### config.mk
export PLATFORM = sky130hd
export DESIGN_NAME = image_stream_decryptor
export DESIGN_NICKNAME = d
export VERILOG_FILES = /design/src/rtl/image_stream_decryptor.sv
export SDC_FILE = /design/constraint.sdc
export NUM_CORES = 1
export LEC_CHECK = 0
export ABC_AREA = 1
export CELL_PAD_IN_SITES_DETAIL_PLACEMENT = 0
export CELL_PAD_IN_SITES_GLOBAL_PLACEMENT = 1
export CORE_ASPECT_RATIO = 1.25
export CORE_UTILIZATION = 25
export CTS_CLUSTER_DIAMETER = 80
export DETAILED_ROUTE_END_ITERATION = 12
export PLACE_DENSITY = 0.66
export SLEW_MARGIN = 15
export SYNTH_ARGS = -nofsm -noshare
export SYNTH_HDL_FRONTEND = slang
export SYNTH_SLANG_ARGS = --single-unit
### constraint.sdc
create_clock -name clk -period 4.6 [get_ports clk]
set_input_delay 0.46 -clock clk [delete_from_list [all_inputs] [get_ports clk]]
set_output_delay 0.46 -clock clk [all_outputs]
set_load 0.02 [all_outputs]
### src/rtl/image_stream_decryptor.sv
// Walks the encrypted image ROM one byte per 3 clocks, XORs each byte with a
// 16-bit Galois LFSR keystream and writes the plaintext into the decryption RAM.
module image_stream_decryptor #(
  parameter int          ADDR_W       = 15,
  parameter int          DATA_W       = 8,
  parameter int          IMG_BYTES    = 19200,
  parameter logic [15:0] DEFAULT_SEED = 16'hACE1
) (
  input  logic              clk,
  input  logic              rst,
  input  logic              start,
  input  logic              enable,
  input  logic [15:0]       key,
  output logic [ADDR_W-1:0] rom_addr,
  input  logic [DATA_W-1:0] rom_data,
  output logic              wr_en,
  output logic [ADDR_W-1:0] wr_addr,
  output logic [DATA_W-1:0] wr_data,
  output logic              busy,
  output logic              done
);

  localparam logic [2:0] S_IDLE  = 3'd0;
  localparam logic [2:0] S_FETCH = 3'd1;
  localparam logic [2:0] S_WAIT  = 3'd2;
  localparam logic [2:0] S_WRITE = 3'd3;
  localparam logic [2:0] S_DONE  = 3'd4;

  localparam logic [ADDR_W-1:0] LAST_IDX = ADDR_W'(IMG_BYTES - 1);

  logic [2:0]        state;
  logic [ADDR_W-1:0] idx;
  logic [15:0]       lfsr;
  logic [15:0]       lfsr_next;

  assign lfsr_next = (lfsr >> 1) ^ (lfsr[0] ? 16'hB400 : 16'h0000);

  // Strobe is gated by enable so a paused WRITE never commits.
  assign wr_en = (state == S_WRITE) && enable;

  always_ff @(posedge clk) begin
    if (rst) begin
      state    <= S_IDLE;
      idx      <= '0;
      lfsr     <= DEFAULT_SEED;
      rom_addr <= '0;
      wr_addr  <= '0;
      wr_data  <= '0;
      busy     <= 1'b0;
      done     <= 1'b0;
    end else begin
      case (state)
        S_IDLE, S_DONE: begin
          if (start) begin
            idx      <= '0;
            rom_addr <= '0;
            lfsr     <= (key == 16'h0000) ? DEFAULT_SEED : key;
            busy     <= 1'b1;
            done     <= 1'b0;
            state    <= S_FETCH;
          end
        end
        S_FETCH: begin
          if (enable) state <= S_WAIT;
        end
        S_WAIT: begin
          // ROM address is stable across a pause, so capturing late is safe.
          if (enable) begin
            wr_data <= rom_data ^ lfsr[DATA_W-1:0];
            wr_addr <= idx;
            state   <= S_WRITE;
          end
        end
        S_WRITE: begin
          if (enable) begin
            lfsr <= lfsr_next;
            if (idx == LAST_IDX) begin
              busy  <= 1'b0;
              done  <= 1'b1;
              state <= S_DONE;
            end else begin
              idx      <= idx + 1'b1;
              rom_addr <= idx + 1'b1;
              state    <= S_FETCH;
            end
          end
        end
        default: state <= S_IDLE;
      endcase
    end
  end

endmodule

==> impl_metrics.tcl, run 1 <==
set metrics [dict create \
    drt_first_pass_iters 4 \
    start_kind "register" \
    max_slew_margin 0.310 \
    globalplace.congestion 0.712 \
    drc 0 \
    wirelength_mm 7.99 \
    reg2reg_from "idx[0]$_SDFFE_PP0P_" \
    antenna_cells 0 \
    synthesis.instances 406 \
    syn_area_um2 2810 \
    root_buffer "clkbuf_16" \
    cts_tree "built" \
    drive_above_1_share 0.0530 \
    end_kind "output pin" \
    setup_viol 0 \
    synth_top_area_cell "dfxtp_1" \
    initial_core_util 0.261 \
    synth_cell_types 25 \
    finClkSkew_ns 0.00707 \
    cts.clk_slew.worst_paths_ns 0.05 \
    cts-resized-gates 0 \
    powerDensity_nw_per_um2 417 \
    synth.cells.most_frequent "nand2_1 (76), dfxtp_1 (59), a21oi_1 (58), nor2_1 (55), inv_1 (39)" \
    hold_viol_final 0 \
    postCtsSetupBuffers 0 \
    ir_drop_uv 253 \
    die_x_um 96.8 \
    grt_pass1_vias 2491 \
    grt_pass1_wl_mm 12.9 \
    cts_buffer_depth 2 \
    dieArea_um2 11700 \
    grt_usage 0.140 \
    place_ws_ns 1.79 \
    wire_per_inst_um 13.2 \
    slowest_delay_ns 0.63 \
    outcome "finished clean" \
    postCtsHoldBufs 0 \
    grt_overflow 0 \
    numCtsBuffers 9 \
    clkSinkCount 59 \
    htreeDepth 3 \
    rsz0062_at_grt "false" \
    crit_slowest_cell "clkdlybuf4s50_1" \
    io_pins 69 \
    synth_nets 435 \
    worst_pin_slew_ns 1.03 \
    grt_max_degree 43 \
    min_to "done$_SDFFE_PP0P_" \
    synth-edff-count 0 \
    placed_area_um2 3570 \
    maxCapViolations 0 \
    insertion_delay_ns 0.32 \
    num-fill-cells 1147 \
    power.total_mw 1.62 \
    die_y_um 120 \
    ant_nets 0 \
    antenna_found_initial 0 \
    hold_path_depth 2 \
    setup_slack_ns 1.92 \
    worstPathRequired_ns 4.14 \
    worstSetupPathType "reg2out" \
    p_leak_nw 1.57 \
    route.vias.total 2798 \
    rows 42 \
    place.port_buffers 68 \
    crit_fanout 26 \
    tns_ns 0 \
    core_um2 10800 \
    ys_warn_count 0 \
    r2r_end "idx[14]$_SDFFE_PP0P_" \
    arrival_ns 2.22 \
    yosys_most_used_dff "dfxtp_1" \
    dpl.hpwl_mm 5.71 \
    cp_cell_sequence "nand2_2 -> nor2_8 -> inv_2 -> nor2_1 -> clkdlybuf4s50_1" \
    synth.top_cell.area_share 0.421 \
    fmaxAchievable_ghz 0.374 \
    nNetsFinal 496 \
    drt_iter0_drc 120 \
    finalCritPeriodShare 0.582 \
    stdcell_area_um2 3880 \
    fin_crit_ns 2.68 \
    ys_ff_latch 59 \
    min-delay-start "done$_SDFFE_PP0P_" \
    r2r_setup_slack_ns 2.48 \
    synth_area_leaders "dfxtp_1 (42%), a21oi_1 (10%), nand2_1 (10%), nor2_1 (7.4%), o21ai_0 (5.9%)" \
    async_reset_ff_frac 0 \
    synth.most_common_cell "nand2_1" \
    seq_area_frac_synth 0.421 \
    syn_to_final_growth_pct 38.4 \
    hold_path.class "reg2reg" \
    avgViaCountPerCell 4.63 \
    synth_area_per_cell_um2 6.92 \
    ff2ff_path_depth 8 \
    report.final.slew_viol_count 0 \
]
[per-stage QoR]
step	instances	utilization	hold WS (ns)
floorplan	406	-	0.441
global placement	588	0.332	0.455
detailed placement	588	0.332	0.455
CTS	604	0.361	0.470
global route	604	0.361	0.481
finish	604	0.361	0.465
[worst max-delay path by stage]
stage	startpoint	to	slack, ns	depth (start not counted)
2_1_floorplan	idx[1]$_SDFFE_PP0P_	idx[10]$_SDFFE_PP0P_	2.94	9
3_3_place_gp	rst	idx[7]$_SDFFE_PP0P_	1.83	6
3_5_place_dp	rst	idx[14]$_SDFFE_PP0P_	1.79	6
4_1_cts	state[0]$_SDFFE_PP0P_	wr_en	1.90	5
5_1_grt	state[0]$_SDFFE_PP0P_	wr_en	1.75	5
6_report	state[0]$_SDFFE_PP0P_	wr_en	1.92	5
[sequential cells by signal, summed over array words and instances, names as in the netlist]
register,cells
busy,1
done,1
idx,15
lfsr,16
state,3
wr_addr,15
wr_data,8
[final cells by class]
type | instances | area [um^2] | share of cell area
timing repair buffer | 68 | 681 | 0.175
sequential | 59 | 1180 | 0.304
inverter | 42 | 158 | 0.0406
multi-input combinational | 287 | 1390 | 0.358
tap | 132 | 165 | 0.0425
clock inverter | 5 | 77.6 | 0.0200
clock buffer | 11 | 233 | 0.0599
[kinds of logic (layout without fill, tap and decap cells)]
| group | after synthesis | count (layout) | synth area share |
|---|---|---|---|
| fa+ha+maj | 1 | 1 | 0.00446 |
| xor+xnor | 13 | 13 | 0.0406 |
| simple gates | 180 | 180 | 0.284 |
| compound gates | 93 | 93 | 0.166 |
| flops | 59 | 59 | 0.421 |
| buf+inv | 60 | 126 | 0.0842 |
[layer usage]
metal,part of all wire,vias up,global-route usage,routed length (um)
li1,-,1439,-,-
met1,0.47,1288,0.179,3730
met2,0.48,63,0.235,3860
met3,0.038,8,0.0231,300
met4,0.013,0,0.0560,101
met5,0,-,0,0
[where the power goes]
| group | switching (mW) | total (mW) | internal, mW | leakage [nW] |
|---|---|---|---|---|
| logic | 0.187 | 0.314 | 0.127 | 0.941 |
| registers | 0.0397 | 0.605 | 0.566 | 0.481 |
| clock network | 0.227 | 0.699 | 0.472 | 0.150 |
| total | 0.454 | 1.62 | 1.16 | 1.57 |
[layout by cell type (no fill, tap or decap)]
cell type / count
nand2_2: 2
nand3_2: 1
nand4_1: 10
nand3_1: 24
nor3_1: 4
xor2_1: 3
clkbuf_16: 9
a21oi_1: 58
nand2_1: 76
o21ai_0: 33
inv_2: 3
clkbuf_1: 2
xnor2_1: 10
clkinv_2: 2
ha_1: 1
clkinvlp_4: 1
nor2_2: 2
bufinv_16: 2
or2_2: 1
nor2_8: 2
dfxtp_1: 59
nor3b_1: 1
o21ai_1: 2
nor2_1: 55
inv_1: 39
clkdlybuf4s50_1: 68
nand3b_1: 2
[worst max-delay path: cells and delay by family, from the launching register on]
family | cells | cell delay (ns)
DFF | 1 | 0.39
buffers and inverters | 2 | 0.90
and+or+nand+nor | 3 | 0.59
No activity file was read; power rests on OpenSTA's default activity.
==> inputs of run 2 (changes only) <==
--- a/config.mk
+++ b/config.mk
@@ -12,7 +12,7 @@
 export CORE_UTILIZATION = 25
 export CTS_CLUSTER_DIAMETER = 80
 export DETAILED_ROUTE_END_ITERATION = 12
-export PLACE_DENSITY = 0.66
+export PLACE_DENSITY = 0.68
 export SLEW_MARGIN = 15
 export SYNTH_ARGS = -nofsm -noshare
 export SYNTH_HDL_FRONTEND = slang
==> constraint.sdc (replaced) <==
create_clock -name clk -period 2.4 [get_ports clk]
set_input_delay 0.24 -clock clk [delete_from_list [all_inputs] [get_ports clk]]
set_output_delay 0.24 -clock clk [all_outputs]
set_load 0.02 [all_outputs]
==> impl_metrics.tcl, run 2 (same netlist as run 1, synthesis figures left out) <==
set metrics [dict create \
    outcome "finished clean" \
    holdWs_ns 0.451 \
    nNetsFinal 504 \
    powerDensity_nw_per_um2 799 \
    grt_usage 0.142 \
    drt_iter0_drc 116 \
    tns_ns 0 \
    clkSinkCount 59 \
    crit_fanout 19 \
    drt_first_pass_iters 4 \
    drive_above_1_share 0.0729 \
    initial_core_util 0.261 \
    cts_tree "built" \
    cts-resized-gates 0 \
    cts_buffer_depth 2 \
    worstPathRequired_ns 2.16 \
    max_slew_margin 0.701 \
    drc 0 \
    rows 42 \
    worstSetupPathType "reg2out" \
    finClkSkew_ns 0.00450 \
    route.vias.total 2816 \
    wire_per_inst_um 13.0 \
    avgViaCountPerCell 4.60 \
    core_um2 10800 \
    antenna_cells 0 \
    wirelength_mm 7.96 \
    critPathBufInv 2 \
    die_y_um 120 \
    hold_viol_final 0 \
    hold_path.class "reg2reg" \
    grt_pass1_wl_mm 13.2 \
    grt_overflow 0 \
    final_common_cell "nand2_1" \
    place.port_buffers 68 \
    crit_family "buffers and inverters" \
    postCtsHoldBufs 0 \
    place_ws_ns 0.520 \
    layout_common_cells "nand2_1 (76), clkdlybuf4s50_1 (68), dfxtp_1 (59), a21oi_1 (58), nor2_1 (55)" \
    setup_viol 0 \
    grt_max_degree 26 \
    largest_registers "lfsr x16, idx x15, wr_addr x15" \
    largest_reg_flops 16 \
    start_kind "register" \
    cts.clk_slew.worst_paths_ns 0.05 \
    dpl.hpwl_mm 5.96 \
    cp_cell_sequence "nand2_2 -> nor2_8 -> inv_2 -> nor2_1 -> clkdlybuf4s50_1" \
    htreeDepth 3 \
    rsz0062_at_grt "false" \
    fin_crit_ns 2.14 \
    p_leak_nw 1.61 \
    regArea_um2 1180 \
    ant_nets 0 \
    postCtsSetupBuffers 0 \
    regMostFlops "lfsr" \
    maxCapViolations 0 \
    setup_slack_ns 0.263 \
    finalCritPeriodShare 0.890 \
    insertion_delay_ns 0.32 \
    slowest_delay_ns 0.61 \
    worst_pin_slew_ns 0.448 \
    numCtsBuffers 9 \
    root_buffer "clkbuf_16" \
    ir_drop_uv 307 \
    crit_slowest_cell "clkdlybuf4s50_1" \
    globalplace.congestion 0.778 \
    antenna_found_initial 0 \
    grt_pass1_vias 2609 \
    end_kind "output pin" \
    multi_input_area_um2 1390 \
    io_pins 69 \
    arrival_ns 1.90 \
    num-fill-cells 1126 \
    die_x_um 96.8 \
    syn_to_final_growth_pct 41.1 \
    dieArea_um2 11700 \
    report.final.slew_viol_count 0 \
    fmaxAchievable_ghz 0.468 \
]
## run 2: path summary, 6_finish.rpt
| kind | start | to | cells after the start | slack [ns] |
|---|---|---|---|---|
| worst max register to register | idx[1]$_SDFFE_PP0P_ | idx[9]$_SDFFE_PP0P_ | 9 | 0.57 |
| worst min-delay path | done$_SDFFE_PP0P_ | done$_SDFFE_PP0P_ | 2 | 0.45 |
| worst max-delay path | state[0]$_SDFFE_PP0P_ | wr_en | 5 | 0.26 |
| worst min register to register | done$_SDFFE_PP0P_ | done$_SDFFE_PP0P_ | 2 | 0.45 |
## run 2: metal layers
layer,track usage,up-vias,share of wire
met5,0,-,0
met4,0.0392,0,0.0090
met3,0.0353,6,0.035
met2,0.228,60,0.47
met1,0.189,1288,0.48
li1,-,1462,-
## run 2: final cells by class
| type | instances | share of cell area |
|---|---|---|
| Clock inverter | 6 | 0.0224 |
| Timing Repair Buffer | 76 | 0.187 |
| Sequential cell | 59 | 0.298 |
| Clock buffer | 10 | 0.0603 |
| Tap cell | 132 | 0.0417 |
| Inverter | 42 | 0.0398 |
| Multi-Input combinational cell | 287 | 0.351 |
## run 2: metrics by stage
stage	utilization	cell area, um^2	std cells	total power [mW]
global placement	0.337	3630	596	1.79
detailed placement	0.337	3630	596	1.80
CTS	0.368	3960	612	3.21
global route	0.368	3960	612	3.34
floorplan	-	2810	406	1.59
finish	0.368	3960	612	3.17
## run 2: worst min-delay path, stage by stage (launching register included)
cell	delay, ns
dfxtp_1	0.31
inv_1	0.05
a21oi_1	0.05
## run 2: power breakdown
group          leakage (nW)  switching (mW)  internal [mW]  total (mW)
logic                 0.979           0.359          0.257       0.615
registers             0.481          0.0735           1.08        1.16
clock network         0.155           0.458          0.936        1.39
total                  1.61           0.890           2.28        3.17
==> variant 1, RTL diff (flow settings as in run 2) <==
One comparison of `idx` changes from == to >=.
--- a/src/rtl/image_stream_decryptor.sv
+++ b/src/rtl/image_stream_decryptor.sv
@@ -74,7 +74,7 @@
         S_WRITE: begin
           if (enable) begin
             lfsr <= lfsr_next;
-            if (idx == LAST_IDX) begin
+            if (idx >= LAST_IDX) begin
               busy  <= 1'b0;
               done  <= 1'b1;
               state <= S_DONE;
Behaviour: same outputs for any inputs over 10 cycles, from zero or initial values and one cycle with rst high; that may be too few to reach the edited logic, so the function may still have changed.
==> variant 1 against run 2 <==
  * Synthesized area up 0.98%
  * Total power up 12%
  * Sequential cell count unchanged
  * Worst setup slack better by 0.28 ns
  * Design area up 0.38%
  * Sequential share of layout area down 0.11 points
  * Wire length up 2.3%
  * Critical endpoint is now idx[12]
  * Clock skew up 0.0026 ns
==> variant 1: results (changes against run 2) <==
status: "finished clean"
startpoint: "idx[1]"
vdd_drop_max_v: 0.000269  # -12%
ys_dominant_reg_cell: "dfxtp_1"
drive_above_1_share_pct: 11.3  # +4.0 points
reg_top3: "lfsr x16, idx x15, wr_addr x15"
cpPeakStageDelay_ns: 0.44  # -0.17 ns
globalRouteTotalUtil_pct: 14.3  # +0.13 points
routedWlPerCell_um: 13.7  # +5.4%
critical-path-slowest-cell: "dfxtp_1"
ys_async_sr_fraction_pct: 0  # unchanged
grt_pass1_vias: 2617  # +0.31%
grt_pass1_wl_um: 13100  # -0.74%
hpwl_um: 5790  # -2.8%
fill_cells: 1164  # +3.4%
finalSetupViolCount: 0  # unchanged
htreeDepth: 3  # unchanged
io_buffers: 68  # unchanged
p_int_mw: 2.42  # +6.3%
drt_iter0_markers: 150  # +29%
yosysTopAreaCellShare_pct: 41.7  # -0.41 points
ys_top_cells_by_count: "nand2_1 (80), dfxtp_1 (59), nor2_1 (42)"
arrival_ns: 2.07  # +0.17 ns
clock_latency_ns: 0.33
synth_area_leaders: "dfxtp_1 (42%), nand2_1 (11%), a21oi_1 (6.5%)"
drtPass1Iterations: 6  # +2
place.gp.congestion: 0.758  # -2.6%
clockBufferDepth: 2  # unchanged
seq_area_frac_synth_pct: 41.7  # -0.41 points
min_from: "done"
finalNetCount: 483  # -4.2%
hp-class: "flop to flop"
power_leakage_nw: 1.51  # -6.2%
regToRegStartpoint: "idx[1]"
antenna_cells: 0  # unchanged
vias_per_cell: 4.65  # +1.1%
dpl-instance-area_sq_um: 3660  # +0.79%
grt_max_degree: 42  # +62%
crit_fanout: 16  # -3
cts_buffers: 9  # unchanged
syn_nets: 416  # -4.4%
finClkSkew_ns: 0.00713  # +0.00262 ns
syn_inst: 387  # -4.7%
synth_cell_types: 28  # +12%
cts-root-buf: "clkbuf_16"
synth_warnings: 0  # unchanged
max_slew_margin_pct: 73.5  # +3.5 points
## variant 1: changes by cell type in the layout (fill, tap and decap cells not counted), sizes merged, moves of 5 or more
| cell | delta |
|---|---|
| nand4 | -6 |
| inv | -9 |
| nand2 | +7 |
| o221ai | +8 |
| a21oi | -11 |
| nand3 | -5 |
| xor2 | +10 |
| nor2 | -14 |
## variant 1: area by class of cell
class	instances	area, sq um	area share (%)
multi-input cells	275	1440	36.2
flip-flops and latches	59	1180	29.7
repair buffers	75	746	18.7
clock buffers	12	267	6.70
well taps	135	169	4.25
inverters	34	128	3.21
clock inverters	4	47.5	1.20
## variant 1: metrics by stage
step                      utilization (%)  setup slack, ns  hold WS, ns  power, mW  cells
final                                35.9            0.540        0.468       3.56    594
after global routing                 35.9            0.424        0.502       3.77    594
after CTS                            35.9            0.540        0.475       3.61    594
after detailed placement             33.1            0.558        0.461       2.24    578
after global placement               33.1            0.544        0.446       2.23    578
after floorplan                         -            0.669        0.387       1.91    387
## variant 1: routing by layer
layer  vias up  track usage, %  wire length (um)
met5         -               0                 0
met4         0            7.63               153
met3        11            3.57               333
met2        54            24.8              4070
met1      1288            16.2              3580
li1       1411               -                 -
## variant 1: power groups by stage
stage / clock (mW) / sequential, mW / combinational [mW]
6_report: 1.33 / 1.28 / 0.952
5_1_grt: 1.42 / 1.29 / 1.05
3_3_place_gp: 0 / 1.29 / 0.940
2_1_floorplan: 0 / 1.34 / 0.564
4_1_cts: 1.37 / 1.28 / 0.955
3_5_place_dp: 0 / 1.30 / 0.949
## variant 1: worst paths after layout
path              endpoint  slack [ns]  cells past startpoint
setup / recovery   idx[12]        0.54                     10
hold / removal        done        0.47                      2
setup reg to reg   idx[12]        0.54                     10
hold reg to reg       done        0.47                      2
## variant 1: logic make-up after synthesis
logic type,share of synthesized area (%)
simple gates,24.6
compound gates,19.2
flops,41.7
buf+inv,7.63
xor+xnor,6.49
fa+ha+maj,0.441
## variant 1: worst max-delay path, delay by kind of cell, from the launching register on
family,cells,cell delay [ns]
adders and majority gates,1,0.26
DFF,1,0.44
AOI/OAI and AO/OA,1,0.05
buffers and inverters,1,0.13
and+or+nand+nor,7,0.86
==> variant 2, RTL diff (flow settings as in run 2) <==
Without the edit above. Set the parameter `ADDR_W` to 14 (it was 15).
--- a/src/rtl/image_stream_decryptor.sv
+++ b/src/rtl/image_stream_decryptor.sv
@@ -1,7 +1,7 @@
 // Walks the encrypted image ROM one byte per 3 clocks, XORs each byte with a
 // 16-bit Galois LFSR keystream and writes the plaintext into the decryption RAM.
 module image_stream_decryptor #(
-  parameter int          ADDR_W       = 15,
+  parameter int          ADDR_W       = 14,
   parameter int          DATA_W       = 8,
   parameter int          IMG_BYTES    = 19200,
   parameter logic [15:0] DEFAULT_SEED = 16'hACE1
Ports: changed (resized rom_addr and wr_addr); port bits go from 69 to 67. No check against the original RTL was run, so the function may have changed too.
==> variant 2 against run 2 <==
  * Largest cell class unchanged
  * Critical path depth did not move
  * Clock skew grew 0.0023 ns
  * Via count down 5.1%
  * Die area stayed put
  * Combinational power decreased by 2%
  * Worst setup slack improved by 0.12 ns
  * Critical path type unchanged
  * Total power down 1.1%
  * Sequential share of layout area shrank 0.67 points
  * Critical endpoint unchanged
  * Synthesized area did not move
  * Non-clock buffer count fell by 2
  * Wire length is 4.1% lower
  * Sequential cell count is 2 lower
  * Design area down 1.2%
==> variant 2: results (changes against run 2) <==
r2r_cells: 10  # +1
multi_input_gates: 274  # -4.5%
reg_top3: "lfsr x16, idx x14, wr_addr x14"
finalNetCount: 482  # -4.4%
crit_fanout: 5  # -14
synth_compound_area_share_pct: 20.8  # +4.2 points
drt-total-wl_um: 7630  # -4.1%
multi_input_area_sq_um: 1420  # +2.2%
drt_iter0_markers: 73  # -37%
grt_pass1_wl_um: 12700  # -3.6%
reg2reg_slack_ns: 0.59  # +0.02 ns
status: "finished clean"
ys_top_cells_by_count: "nand2_1 (64), dfxtp_1 (57), a21oi_1 (50)"
post-route-util_pct: 36.4  # -0.43 points
grt_max_degree: 34  # +31%
fill_cells: 1154  # +2.5%
holdWs_ns: 0.456  # +0.00476 ns
arrival_ns: 1.78  # -0.12 ns
io_buffers: 66  # -2.9%
synth-seq-cells: 57  # -3.4%
vdd_drop_max_v: 0.000339  # +11%
worst_r2r_endpoint: "idx[2]"
synth_area_leaders: "dfxtp_1 (41%), a21oi_1 (8.9%), nand2_1 (8.6%)"
pre_cts_slack_ns: 0.523  # +0.00306 ns
syn_nets: 415  # -4.6%
seq_area_frac_synth_pct: 40.6  # -1.4 points
finClkSkew_ns: 0.00676  # +0.00226 ns
hpwl_um: 5630  # -5.6%
num_vias: 2671  # -5.1%
seq_share_pct: 29.1  # -0.67 points
met3_usage_pct: 4.05  # +0.52 points
use_met2_pct: 24.0  # +1.2 points
dp_cells: 574  # -3.7%
tightest_slew_ns: 0.361  # -0.0872 ns
fin_cells: 590  # -3.6%
==> variant 2: routing by layer <==
metal  up-vias  part of all wire, %  wire length, um
li1       1394                    -                -
met3         8                  5.1              387
met4         0                  1.5              117
met5         -                    0                0
met1      1206                   44             3360
met2        63                   49             3770
==> variant 2: power groups by stage <==
stage | Clock (mW) | Sequential (mW) | Combinational (mW)
6_report | 1.40 | 1.12 | 0.605
5_1_grt | 1.48 | 1.14 | 0.675
3_5_place_dp | 0 | 1.14 | 0.609
3_3_place_gp | 0 | 1.14 | 0.606
2_1_floorplan | 0 | 1.16 | 0.415
4_1_cts | 1.44 | 1.13 | 0.612
==> variant 2: worst max path at each step <==
stage             start  endpoint  slack [ns]
6_report       state[1]     wr_en        0.38
5_1_grt        state[1]     wr_en        0.25
4_1_cts        state[1]     wr_en        0.34
3_5_place_dp     enable    idx[4]        0.52
3_3_place_gp     enable    idx[8]        0.58
2_1_floorplan    idx[1]   idx[10]        0.66
